$ cat src/rtl/mips_multicycle_control.sv
// Control unit for a multicycle MIPS datapath: Moore FSM sequencing lw, sw,
// R-type (add/sub/and/or/slt), beq, addi and j, with a sticky illegal-instruction flag.
module mips_multicycle_control (
    input  logic        clk,
    input  logic        rst_n,
    input  logic [31:0] instr,
    input  logic        zero,
    output logic [4:0]  ra,
    output logic [4:0]  rb,
    output logic [4:0]  rw,
    output logic        reg_write,
    output logic        reg_dst,
    output logic        mem_to_reg,
    output logic        iord,
    output logic        mem_write,
    output logic        ir_write,
    output logic        alu_src_a,
    output logic [1:0]  alu_src_b,
    output logic [2:0]  alu_ctrl,
    output logic [1:0]  pc_src,
    output logic        pc_en,
    output logic [3:0]  state,
    output logic        illegal
);

    typedef enum logic [3:0] {
        S_FETCH  = 4'd0,
        S_DECODE = 4'd1,
        S_MEMADR = 4'd2,
        S_MEMRD  = 4'd3,
        S_MEMWB  = 4'd4,
        S_MEMWR  = 4'd5,
        S_EXEC   = 4'd6,
        S_ALUWB  = 4'd7,
        S_BRANCH = 4'd8,
        S_ADDIEX = 4'd9,
        S_ADDIWB = 4'd10,
        S_JUMP   = 4'd11,
        S_RST    = 4'd15
    } state_t;

    localparam logic [5:0] OP_RTYPE = 6'b000000;
    localparam logic [5:0] OP_J     = 6'b000010;
    localparam logic [5:0] OP_BEQ   = 6'b000100;
    localparam logic [5:0] OP_ADDI  = 6'b001000;
    localparam logic [5:0] OP_LW    = 6'b100011;
    localparam logic [5:0] OP_SW    = 6'b101011;

    localparam logic [5:0] FN_ADD = 6'b100000;
    localparam logic [5:0] FN_SUB = 6'b100010;
    localparam logic [5:0] FN_AND = 6'b100100;
    localparam logic [5:0] FN_OR  = 6'b100101;
    localparam logic [5:0] FN_SLT = 6'b101010;

    localparam logic [2:0] ALU_ADD = 3'b010;
    localparam logic [2:0] ALU_SUB = 3'b110;
    localparam logic [2:0] ALU_AND = 3'b000;
    localparam logic [2:0] ALU_OR  = 3'b001;
    localparam logic [2:0] ALU_SLT = 3'b111;

    state_t     cur_state;
    state_t     nxt_state;
    logic       set_illegal;
    logic [5:0] opcode;
    logic [5:0] funct;
    logic       unused_shamt;

    assign opcode       = instr[31:26];
    assign funct        = instr[5:0];
    assign unused_shamt = ^instr[10:6];

    assign ra    = instr[25:21];
    assign rb    = instr[20:16];
    assign rw    = reg_dst ? instr[15:11] : instr[20:16];
    assign state = cur_state;

    // NOTE: sequential state uses non-blocking assignments so every register
    // samples the pre-edge values of the others.
    always_ff @(posedge clk) begin
        if (!rst_n) begin
            cur_state <= S_RST;
            illegal   <= 1'b0;
        end else begin
            cur_state <= nxt_state;
            if (set_illegal) begin
                illegal <= 1'b1;
            end
        end
    end

    // NOTE: every signal written here gets a default first, so no path through
    // the case can leave one unassigned and infer a latch.
    always_comb begin
        nxt_state   = S_FETCH;
        set_illegal = 1'b0;
        reg_write   = 1'b0;
        reg_dst     = 1'b0;
        mem_to_reg  = 1'b0;
        iord        = 1'b0;
        mem_write   = 1'b0;
        ir_write    = 1'b0;
        alu_src_a   = 1'b0;
        alu_src_b   = 2'b00;
        alu_ctrl    = 3'b000;
        pc_src      = 2'b00;
        pc_en       = 1'b0;

        case (cur_state)
            S_RST: nxt_state = S_FETCH;
            S_FETCH: begin
                ir_write  = 1'b1;
                alu_src_b = 2'b01;
                alu_ctrl  = ALU_ADD;
                pc_en     = 1'b1;
                nxt_state = S_DECODE;
            end
            S_DECODE: begin
                alu_src_b = 2'b11;
                alu_ctrl  = ALU_ADD;
                case (opcode)
                    OP_LW, OP_SW: nxt_state = S_MEMADR;
                    OP_RTYPE:     nxt_state = S_EXEC;
                    OP_BEQ:       nxt_state = S_BRANCH;
                    OP_ADDI:      nxt_state = S_ADDIEX;
                    OP_J:         nxt_state = S_JUMP;
                    default: begin
                        nxt_state   = S_FETCH;
                        set_illegal = 1'b1;
                    end
                endcase
            end
            S_MEMADR: begin
                alu_src_a = 1'b1;
                alu_src_b = 2'b10;
                alu_ctrl  = ALU_ADD;
                nxt_state = (opcode == OP_SW) ? S_MEMWR : S_MEMRD;
            end
            S_MEMRD: begin
                iord      = 1'b1;
                nxt_state = S_MEMWB;
            end
            S_MEMWB: begin
                reg_write  = 1'b1;
                mem_to_reg = 1'b1;
            end
            S_MEMWR: begin
                iord      = 1'b1;
                mem_write = 1'b1;
            end
            S_EXEC: begin
                alu_src_a = 1'b1;
                nxt_state = S_ALUWB;
                case (funct)
                    FN_ADD: alu_ctrl = ALU_ADD;
                    FN_SUB: alu_ctrl = ALU_SUB;
                    FN_AND: alu_ctrl = ALU_AND;
                    FN_OR:  alu_ctrl = ALU_OR;
                    FN_SLT: alu_ctrl = ALU_SLT;
                    default: begin
                        // Unknown funct: abandon the instruction before write-back.
                        alu_ctrl    = ALU_ADD;
                        set_illegal = 1'b1;
                        nxt_state   = S_FETCH;
                    end
                endcase
            end
            S_ALUWB: begin
                reg_write = 1'b1;
                reg_dst   = 1'b1;
            end
            S_BRANCH: begin
                alu_src_a = 1'b1;
                alu_ctrl  = ALU_SUB;
                pc_src    = 2'b01;
                pc_en     = zero;
            end
            S_ADDIEX: begin
                alu_src_a = 1'b1;
                alu_src_b = 2'b10;
                alu_ctrl  = ALU_ADD;
                nxt_state = S_ADDIWB;
            end
            S_ADDIWB: reg_write = 1'b1;
            S_JUMP: begin
                pc_src = 2'b10;
                pc_en  = 1'b1;
            end
            default: nxt_state = S_FETCH;
        endcase
    end

endmodule

$ cat config.mk
export PLATFORM = sky130hd
export DESIGN_NAME = mips_multicycle_control
export DESIGN_NICKNAME = d
export VERILOG_FILES = /design/src/rtl/mips_multicycle_control.sv
export SDC_FILE = /design/constraint.sdc
export NUM_CORES = 1
export LEC_CHECK = 0
export BUFFER_PORTS_ARGS = -buffer_cell sky130_fd_sc_hd__buf_2
export CAP_MARGIN = 10
export CORE_ASPECT_RATIO = 1.2
export CORE_MARGIN = 1
export CORE_UTILIZATION = 35
export CTS_CLUSTER_SIZE = 14
export DETAILED_ROUTE_END_ITERATION = 8
export PLACE_DENSITY = 0.77
export SETUP_SLACK_MARGIN = 0.5
export SLEW_MARGIN = 15
export SYNTH_ARGS = -nofsm -noshare
export SYNTH_HDL_FRONTEND = slang
export SYNTH_SLANG_ARGS = --single-unit
export TNS_END_PERCENT = 5
$ cat constraint.sdc
create_clock -name clk -period 2 [get_ports clk]
set_input_delay 0.4 -clock clk [delete_from_list [all_inputs] [get_ports clk]]
set_output_delay 0.4 -clock clk [all_outputs]
set_load 0.1 [all_outputs]
==> impl_metrics.env, run 1 <==
export IMPL_totalWireLength_um=2430
export IMPL_switchingPower_mw=0.453
export IMPL_gr_usage_met2_pct=41.2
export IMPL_utilization_pct=73.4
export IMPL_place_congestion=0.764
export IMPL_critPathCaptureType="output pin"
export IMPL_drt_pass1_iterations=4
export IMPL_io_buffer_count=54
export IMPL_grt_busiest_layer="met2"
export IMPL_numClockSinks=5
export IMPL_critPathLaunchType="register"
export IMPL_nets=182
export IMPL_drcViolationCount=0
export IMPL_finalMaxSlewViolations=0
export IMPL_area_growth_pct=94.7
export IMPL_ir_drop_mv=0.427
export IMPL_switching_share_pct=55.7
export IMPL_postCtsHoldBufs=0
export IMPL_ys_seq_area_share_pct=14.2
export IMPL_synth_area_um2=706
export IMPL_cts_buffer_depth=2
export IMPL_root_buffer="clkbuf_4"
export IMPL_grt_pass1_wl_um=3590
export IMPL_fin_crit_sh_pct=96.6
export IMPL_finalHoldViolCount=0
export IMPL_insertion_delay_ps=250
export IMPL_grt_use_met3_pct=4.59
export IMPL_vias=953
export IMPL_fp_row_count=17
export IMPL_p_seq_share_pct=14.3
export IMPL_synthAdderAreaFrac_pct=0
export IMPL_synth_xor_area_share_pct=3.72
export IMPL_coreArea_um2=1870
export IMPL_cp_max_fo=7
export IMPL_yosysTopAreaCellShare_pct=14.2
export IMPL_cts_htree_levels=1
export IMPL_grt_start_max_net_pins=14
export IMPL_postSynthAreaPerCell_um2=7.28
export IMPL_comb_power_share_pct=70.8
export IMPL_slew_headroom_pct=56.2
export IMPL_die_y_um=51.2
export IMPL_dpl_hpwl_um=1860
export IMPL_cts_buffers=3
export IMPL_internal_power_mw=0.360
export IMPL_power_mw=0.812
export IMPL_leakagePower_nw=0.646
export IMPL_finalSetupViolations=0
export IMPL_async_flop_share_pct=0
export IMPL_floorplan_initialDensity_pct=37.7
export IMPL_routedWlPerCell_um=14.7
export IMPL_synthSimpleGateAreaFrac_pct=33.7
export IMPL_synthFlopType="dfxtp_1"
export IMPL_min_period_ps=1930
export IMPL_vias_per_cell=5.78
export IMPL_synth_edf_count=0
export IMPL_ios=70
export IMPL_synth_compound_area_share_pct=18.1
export IMPL_layout_drive_gt1_share_pct=64.4
export IMPL_max_freq_mhz=518
export IMPL_cts_tree="built"
export IMPL_min_path_type="in2reg"
export IMPL_r2r_setup_slack_ps=500
export IMPL_synthTopCellsByArea="dfxtp_1 14%, buf_4 11%, mux2_4 11%"
export IMPL_synth_fp_nets=132
export IMPL_grtUsageMet1_pct=20.9
export IMPL_finClkSkew_ps=1.33
export IMPL_synth_cells=97
export IMPL_drv_cap=0
export IMPL_clk_pin_slew_ps=40
export IMPL_p_per_area_nw_per_um2=591
export IMPL_status="completed"
export IMPL_pwr_share_clk_pct=14.9
export IMPL_grt_pass1_vias=848
export IMPL_cp_required_ps=1600
export IMPL_ys_types=37
export IMPL_criticalPathCategory="reg2out"
export IMPL_worstPathArrival_ps=1530
export IMPL_antenna_cells=0
export IMPL_tightest_slew_ps=648
export IMPL_synth_top_family_by_area="simple AND/OR/NAND/NOR gates"
export IMPL_yosys_area_top_type="dfxtp_1"
export IMPL_rsz0062_at_grt="yes"
export IMPL_grt_overflow_total=0
export IMPL_ant_nets=0
export IMPL_drtIter0Drc=31
export IMPL_fin_cells=165
export IMPL_die_area_um2=2200
export IMPL_grt_usage_pct=20.8
export IMPL_synth_mux_area_share_pct=13.7
export IMPL_yosys_warnings=0
export IMPL_ys_seq_elements=5
export IMPL_antenna_found_initial=0
export IMPL_dp_cells=159
export IMPL_die_w_um=43.0
-- repair_timing --
item | in CTS | in global routing
hold endpoints to repair | 0 | 0
pin swaps | 1 | 0
buffers inserted | 2 | 0
setup endpoints to repair | 24 | 26
resized for setup | 6 | 0
-- layer usage --
| metal | vias to the layer above | part of all wire, % |
|---|---|---|
| li1 | 438 | - |
| met1 | 439 | 36 |
| met2 | 67 | 52 |
| met3 | 9 | 9.8 |
| met4 | 0 | 1.9 |
| met5 | - | 0 |
-- layout make-up --
class | count | area (µm²)
Tap cell | 19 | 23.8
Clock buffer | 4 | 26.3
Inverter | 2 | 7.51
Multi-Input combinational cell | 74 | 634
Timing Repair Buffer | 61 | 567
Fill cell | 137 | 498
Sequential cell | 5 | 115
-- power by group through the flow --
| stage | logic [mW] | registers (mW) | clock network (mW) |
|---|---|---|---|
| global route | 0.591 | 0.117 | 0.130 |
| floorplan | 0.404 | 0.171 | 0 |
| finish | 0.575 | 0.117 | 0.121 |
| CTS | 0.574 | 0.116 | 0.122 |
| global placement | 0.550 | 0.118 | 0 |
| detailed placement | 0.559 | 0.120 | 0 |
-- final timing paths --
path | to | depth (start not counted) | start
setup / recovery | rw[4] | 4 | state[1]
hold / removal | state[3] | 2 | rst_n
setup reg to reg | state[1] | 4 | state[3]
hold reg to reg | illegal | 2 | illegal
-- worst max-delay path, stage by stage, from the launching register on --
cell and delay [ps]:
dfxtp_4 370, nand2_2 90, or2_4 320, mux2_4 330
buf_12 170
-- cell usage after synthesis (all sizes together) (3+ instances only) --
library cell	instances
nand2b	4
buf	15
nor3b	3
o21ai	4
nand3	6
a21oi	4
mux2	6
nor2	8
nor3	9
dfxtp	5
nand2	5
-- metrics by stage --
step	area [µm²]	setup WS, ps	hold WS [ps]	TNS, ps
2_1_floorplan	871	-294	470	-1160
3_3_place_gp	1310	167	523	0
3_5_place_dp	1310	129	534	0
4_1_cts	1370	68.1	361	0
5_1_grt	1370	33.2	360	0
6_report	1370	68.1	365	0
-- registers in the layout, indices dropped and copies added (netlist names) --
| signal | count |
|---|---|
| state | 4 |
| illegal | 1 |
-- placed cells by master (no fill, tap or decap), types with 2 or more instances in the layout --
cell / instances
clkbuf_4: 3
buf_4: 6
xor2_1: 2
nor2_2: 2
buf_2: 38
nor2b_1: 2
nor2_1: 4
nand2b_4: 2
nor2_4: 2
mux2_4: 5
a21oi_1: 2
buf_12: 16
nor3_4: 3
a21o_1: 2
o21ai_0: 2
nand3_1: 6
nand2b_1: 2
nor3_1: 5
dfxtp_4: 4
inv_1: 2
nand2_1: 4
nor3b_1: 2
-- logic make-up (layout without fill, tap and decap cells) --
| family | count (synthesis) | in the layout |
|---|---|---|
| and+or+nand+nor | 45 | 45 |
| AOI/OAI and AO/OA | 19 | 19 |
| buffers and inverters | 18 | 67 |
| muxes | 7 | 7 |
| DFF | 5 | 5 |
| xor gates and xnor gates | 3 | 3 |
Note: power is estimated with default switching activity, not from simulation.
==> run 2, diff against run 1 <==
- REMOVE_ABC_BUFFERS: not set -> 1
==> impl_metrics.env, run 2 (synthesis gave the netlist of run 1 again) <==
export IMPL_area_growth_pct=89.4
export IMPL_vias=951
export IMPL_p_seq_share_pct=15.0
export IMPL_comb_power_share_pct=70.3
export IMPL_cts_tree="built"
export IMPL_clk_pin_slew_ps=40
export IMPL_cts_buffers=3
export IMPL_fin_cells=170
export IMPL_grt_overflow_total=0
export IMPL_min_path_type="in2reg"
export IMPL_place_ws_ps=118
export IMPL_drcViolationCount=0
export IMPL_grt_pass1_vias=842
export IMPL_status="completed"
export IMPL_drv_cap=0
export IMPL_routedWlPerCell_um=15.2
export IMPL_finalSetupViolations=0
export IMPL_cp_max_fo=6
export IMPL_antenna_found_initial=0
export IMPL_utilization_pct=71.4
export IMPL_grt_usage_pct=20.9
export IMPL_ant_nets=0
export IMPL_drt_pass1_iterations=5
export IMPL_antenna_cells=0
export IMPL_nFillCells=119
export IMPL_critPathLaunchType="register"
export IMPL_worst_slack_ps=70.3
export IMPL_totalWireLength_um=2580
export IMPL_io_buffer_count=54
export IMPL_insertion_delay_ps=240
export IMPL_hold_depth=2
export IMPL_grt_pass1_wl_um=3570
export IMPL_cp_required_ps=1600
export IMPL_finClkSkew_ps=1.42
export IMPL_ios=70
export IMPL_largest_reg_flops=4
export IMPL_crit_slowest_cell="dfxtp_2"
export IMPL_root_buffer="clkbuf_4"
export IMPL_nets=187
export IMPL_dpl_hpwl_um=1830
export IMPL_cts_buffer_depth=2
export IMPL_pwr_share_clk_pct=14.6
export IMPL_fin_crit_sh_pct=96.5
export IMPL_cts_htree_levels=1
export IMPL_switchingPower_mw=0.434
export IMPL_dp_cells=160
export IMPL_p_per_area_nw_per_um2=596
export IMPL_switching_share_pct=54.5
export IMPL_die_area_um2=2200
export IMPL_finalHoldViolCount=0
export IMPL_rsz0062_at_grt="yes"
export IMPL_criticalPathCategory="reg2out"
export IMPL_max_freq_mhz=518
export IMPL_floorplan_initialDensity_pct=37.7
export IMPL_whs_ps=362
export IMPL_slowest_delay_ps=330
export IMPL_worstPathArrival_ps=1530
export IMPL_ir_drop_mv=0.388
export IMPL_coreArea_um2=1870
export IMPL_drtIter0Drc=23
export IMPL_die_w_um=43.0
export IMPL_layout_commonest_cell="buf_2"
export IMPL_min_period_ps=1930
export IMPL_numClockSinks=5
export IMPL_internal_power_mw=0.362
export IMPL_path_cells="nand2b_4 > or2_4 > mux2_4 > buf_12"
export IMPL_finalMaxSlewViolations=0
export IMPL_slew_headroom_pct=58.0
export IMPL_vias_per_cell=5.59
export IMPL_grt_start_max_net_pins=12
export IMPL_rr_worst_depth=5
export IMPL_final_cell_mix="35 x buf_2, 18 x buf_12, 12 x buf_4"
export IMPL_critPathCaptureType="output pin"
export IMPL_place_congestion=0.844
export IMPL_leakagePower_nw=0.643
export IMPL_layout_drive_gt1_share_pct=59.6
export IMPL_fp_row_count=17
export IMPL_tightest_slew_ps=622
export IMPL_die_y_um=51.2
-- run 2: cell types whose count changed in the layout (fill, tap and decap cells not counted), sizes merged --
cell / change
buf: +4
clkbuf: +1
-- run 2: per-stage QoR --
| stage | cell area, µm² | TNS (ps) | total power, mW |
|---|---|---|---|
| floorplan | 596 | -27780 | 0.430 |
| global placement | 1200 | 0 | 0.639 |
| detailed placement | 1200 | 0 | 0.647 |
| CTS | 1300 | 0 | 0.786 |
| global route | 1340 | 0 | 0.829 |
| finish | 1340 | 0 | 0.796 |
-- run 2: final timing paths --
check             endpoint  slack (ps)  startpoint
setup / recovery     rw[3]          70    state[3]
setup reg to reg  state[1]         510    state[1]
hold reg to reg    illegal         530     illegal
hold / removal    state[3]         360       rst_n
-- run 2: power by group through the flow --
| stage | registers, mW | logic [mW] | clock network (mW) |
|---|---|---|---|
| 2_1_floorplan | 0.180 | 0.250 | 0 |
| 6_report | 0.120 | 0.560 | 0.117 |
| 5_1_grt | 0.121 | 0.578 | 0.130 |
| 3_5_place_dp | 0.118 | 0.529 | 0 |
| 3_3_place_gp | 0.118 | 0.521 | 0 |
| 4_1_cts | 0.118 | 0.548 | 0.121 |
-- run 2: area by class of cell --
class / instances / area, µm² / share of cell area, %
Timing Repair Buffer: 66 / 633 / 47.4
Multi-Input combinational cell: 74 / 536 / 40.1
Sequential cell: 5 / 110 / 8.24
Clock buffer: 4 / 26.3 / 1.97
Tap cell: 19 / 23.8 / 1.78
Inverter: 2 / 7.51 / 0.562
-- run 2: timing repair --
item | in CTS | in global routing
pin swaps | 2 | 2
setup buffers | 3 | 3
hold buffers | 0 | 0
gates resized for setup | 18 | 4
setup endpoints to repair | 25 | 25
-- run 2: worst max-delay path: cells and delay by family, from the launching register on --
family	cells	cell delay, ps
flip-flops	1	330
AND/OR/NAND/NOR	2	460
buffers and inverters	1	170
multiplexers	1	320
-- run 2: routing by layer --
metal	routed length [µm]	track usage [%]	vias to the layer above
li1	-	-	447
met1	928	20.9	429
met2	1340	38.4	69
met3	251	6.71	6
met4	53	10.1	0
met5	0	0	-
==> run 3, diff against run 2 <==
- CORE_ASPECT_RATIO: 1.2 -> not set
==> impl_metrics.env, run 3 (synthesis gave the netlist of run 1 again) <==
export IMPL_status="completed"
export IMPL_switchingPower_mw=0.451
export IMPL_fin_cells=176
export IMPL_grt_pass1_vias=928
export IMPL_coreArea_um2=1800
export IMPL_die_w_um=46.9
export IMPL_internal_power_mw=0.371
export IMPL_root_buffer="clkbuf_4"
export IMPL_nets=187
export IMPL_finClkSkew_ps=5.33
export IMPL_finalMaxSlewViolations=0
export IMPL_vias_per_cell=5.88
export IMPL_vias=1035
export IMPL_totalWireLength_um=3080
export IMPL_ios=70
export IMPL_drcViolationCount=0
export IMPL_die_y_um=46.9
export IMPL_grt_start_max_net_pins=12
export IMPL_numClockSinks=5
export IMPL_cp_required_ps=1600
export IMPL_grt_overflow_total=0
export IMPL_pwr_share_clk_pct=14.2
export IMPL_finalHoldViolCount=0
export IMPL_routedWlPerCell_um=17.5
export IMPL_crit_buf_inv=1
export IMPL_max_freq_mhz=523
export IMPL_cts_tree="built"
export IMPL_drv_cap=0
export IMPL_die_area_um2=2200
export IMPL_min_path_type="in2reg"
export IMPL_slew_headroom_pct=61.8
export IMPL_io_buffer_count=54
export IMPL_grt_usage_pct=28.3
export IMPL_leakagePower_nw=0.663
export IMPL_drtIter0Drc=36
export IMPL_min_period_ps=1910
export IMPL_ant_nets=0
export IMPL_layout_drive_gt1_share_pct=62.9
export IMPL_worstPathArrival_ps=1510
export IMPL_place_congestion=0.853
export IMPL_path_cells="nand2_4 > or2_4 > mux2_4 > buf_12"
export IMPL_switching_share_pct=54.8
export IMPL_final_cell_mix="35 x buf_2, 17 x buf_12, 12 x buf_4"
export IMPL_critPathLaunchType="register"
export IMPL_whs_ps=361
export IMPL_p_seq_share_pct=14.4
export IMPL_criticalPathCategory="reg2out"
export IMPL_cts_htree_levels=1
export IMPL_dpl_hpwl_um=1920
export IMPL_cts_buffer_depth=2
export IMPL_cts_buffers=3
export IMPL_grt_pass1_wl_um=4250
export IMPL_fp_row_count=15
export IMPL_fin_area_um2=1400
export IMPL_crit_family="flip-flops"
export IMPL_crit_slowest_cell="dfxtp_4"
export IMPL_rsz0062_at_grt="yes"
export IMPL_p_per_area_nw_per_um2=588
export IMPL_finalSetupViolations=0
export IMPL_largest_reg_flops=4
export IMPL_clk_pin_slew_ps=50
export IMPL_r2r_setup_slack_ps=440
export IMPL_tightest_slew_ps=565
export IMPL_insertion_delay_ps=240
export IMPL_placed_area_um2=1200
export IMPL_antenna_cells=0
export IMPL_fin_crit_sh_pct=95.7
export IMPL_floorplan_initialDensity_pct=39.2
export IMPL_dp_cells=165
export IMPL_slowest_delay_ps=390
export IMPL_area_growth_pct=98.2
export IMPL_critPathCaptureType="output pin"
export IMPL_layout_commonest_cell="buf_2"
export IMPL_nFillCells=92
export IMPL_cp_max_fo=7
export IMPL_antenna_found_initial=0
export IMPL_ir_drop_mv=0.323
export IMPL_drt_pass1_iterations=4
export IMPL_comb_power_share_pct=71.3
export IMPL_fin_setup_tns_ps=0
==> run 3: worst paths after layout <==
path | startpoint | to | cells after the start
setup / recovery | state[1] | rw[0] | 4
hold / removal | rst_n | state[3] | 2
setup reg to reg | state[1] | state[1] | 5
hold reg to reg | illegal | illegal | 2
==> run 3: power by group through the flow <==
stage | registers, mW | clock network, mW | logic, mW
finish | 0.119 | 0.117 | 0.587
floorplan | 0.180 | 0 | 0.250
global route | 0.119 | 0.127 | 0.604
global placement | 0.117 | 0 | 0.521
CTS | 0.118 | 0.119 | 0.568
detailed placement | 0.118 | 0 | 0.529
==> run 3: final cells by class <==
class	count	area [µm²]	area share, %
inverters	2	7.51	0.537
flip-flops and latches	5	113	8.05
multi-input cells	74	577	41.2
repair buffers	66	644	46.1
clock buffers	4	26.3	1.88
well taps	25	31.3	2.24
==> run 3: routing by layer <==
metal	part of all wire (%)	up-vias	track usage, %	wire (µm)
met4	3.4	0	18.3	104
met2	51	104	48.9	1580
met3	12	10	9.23	363
met5	0	-	0	0
met1	34	466	29.2	1030
li1	-	455	-	-
==> run 3: through the flow <==
step / utilization (%) / setup WS (ps) / power [mW]
3_5_place_dp: 66.9 / 109 / 0.647
4_1_cts: 76.0 / 114 / 0.805
6_report: 77.6 / 86.7 / 0.822
2_1_floorplan: - / -2550 / 0.430
3_3_place_gp: 66.9 / 176 / 0.638
5_1_grt: 77.6 / 44.6 / 0.850
==> run 3: worst register-to-register path, cell delays in order (launching register included) <==
cell and delay, ps:
dfxtp_4 390, buf_4 180, nand2b_1 290, nor3_1 110
o211a_1 140, or3_1 340
==> run 3: repair_timing <==
action,4_1_cts,5_1_grt
pin swaps,3,0
cloned,0,0
buffers inserted,7,0
resized for setup,27,6
endpoints found under the setup margin,25,28
hold buffers,0,0
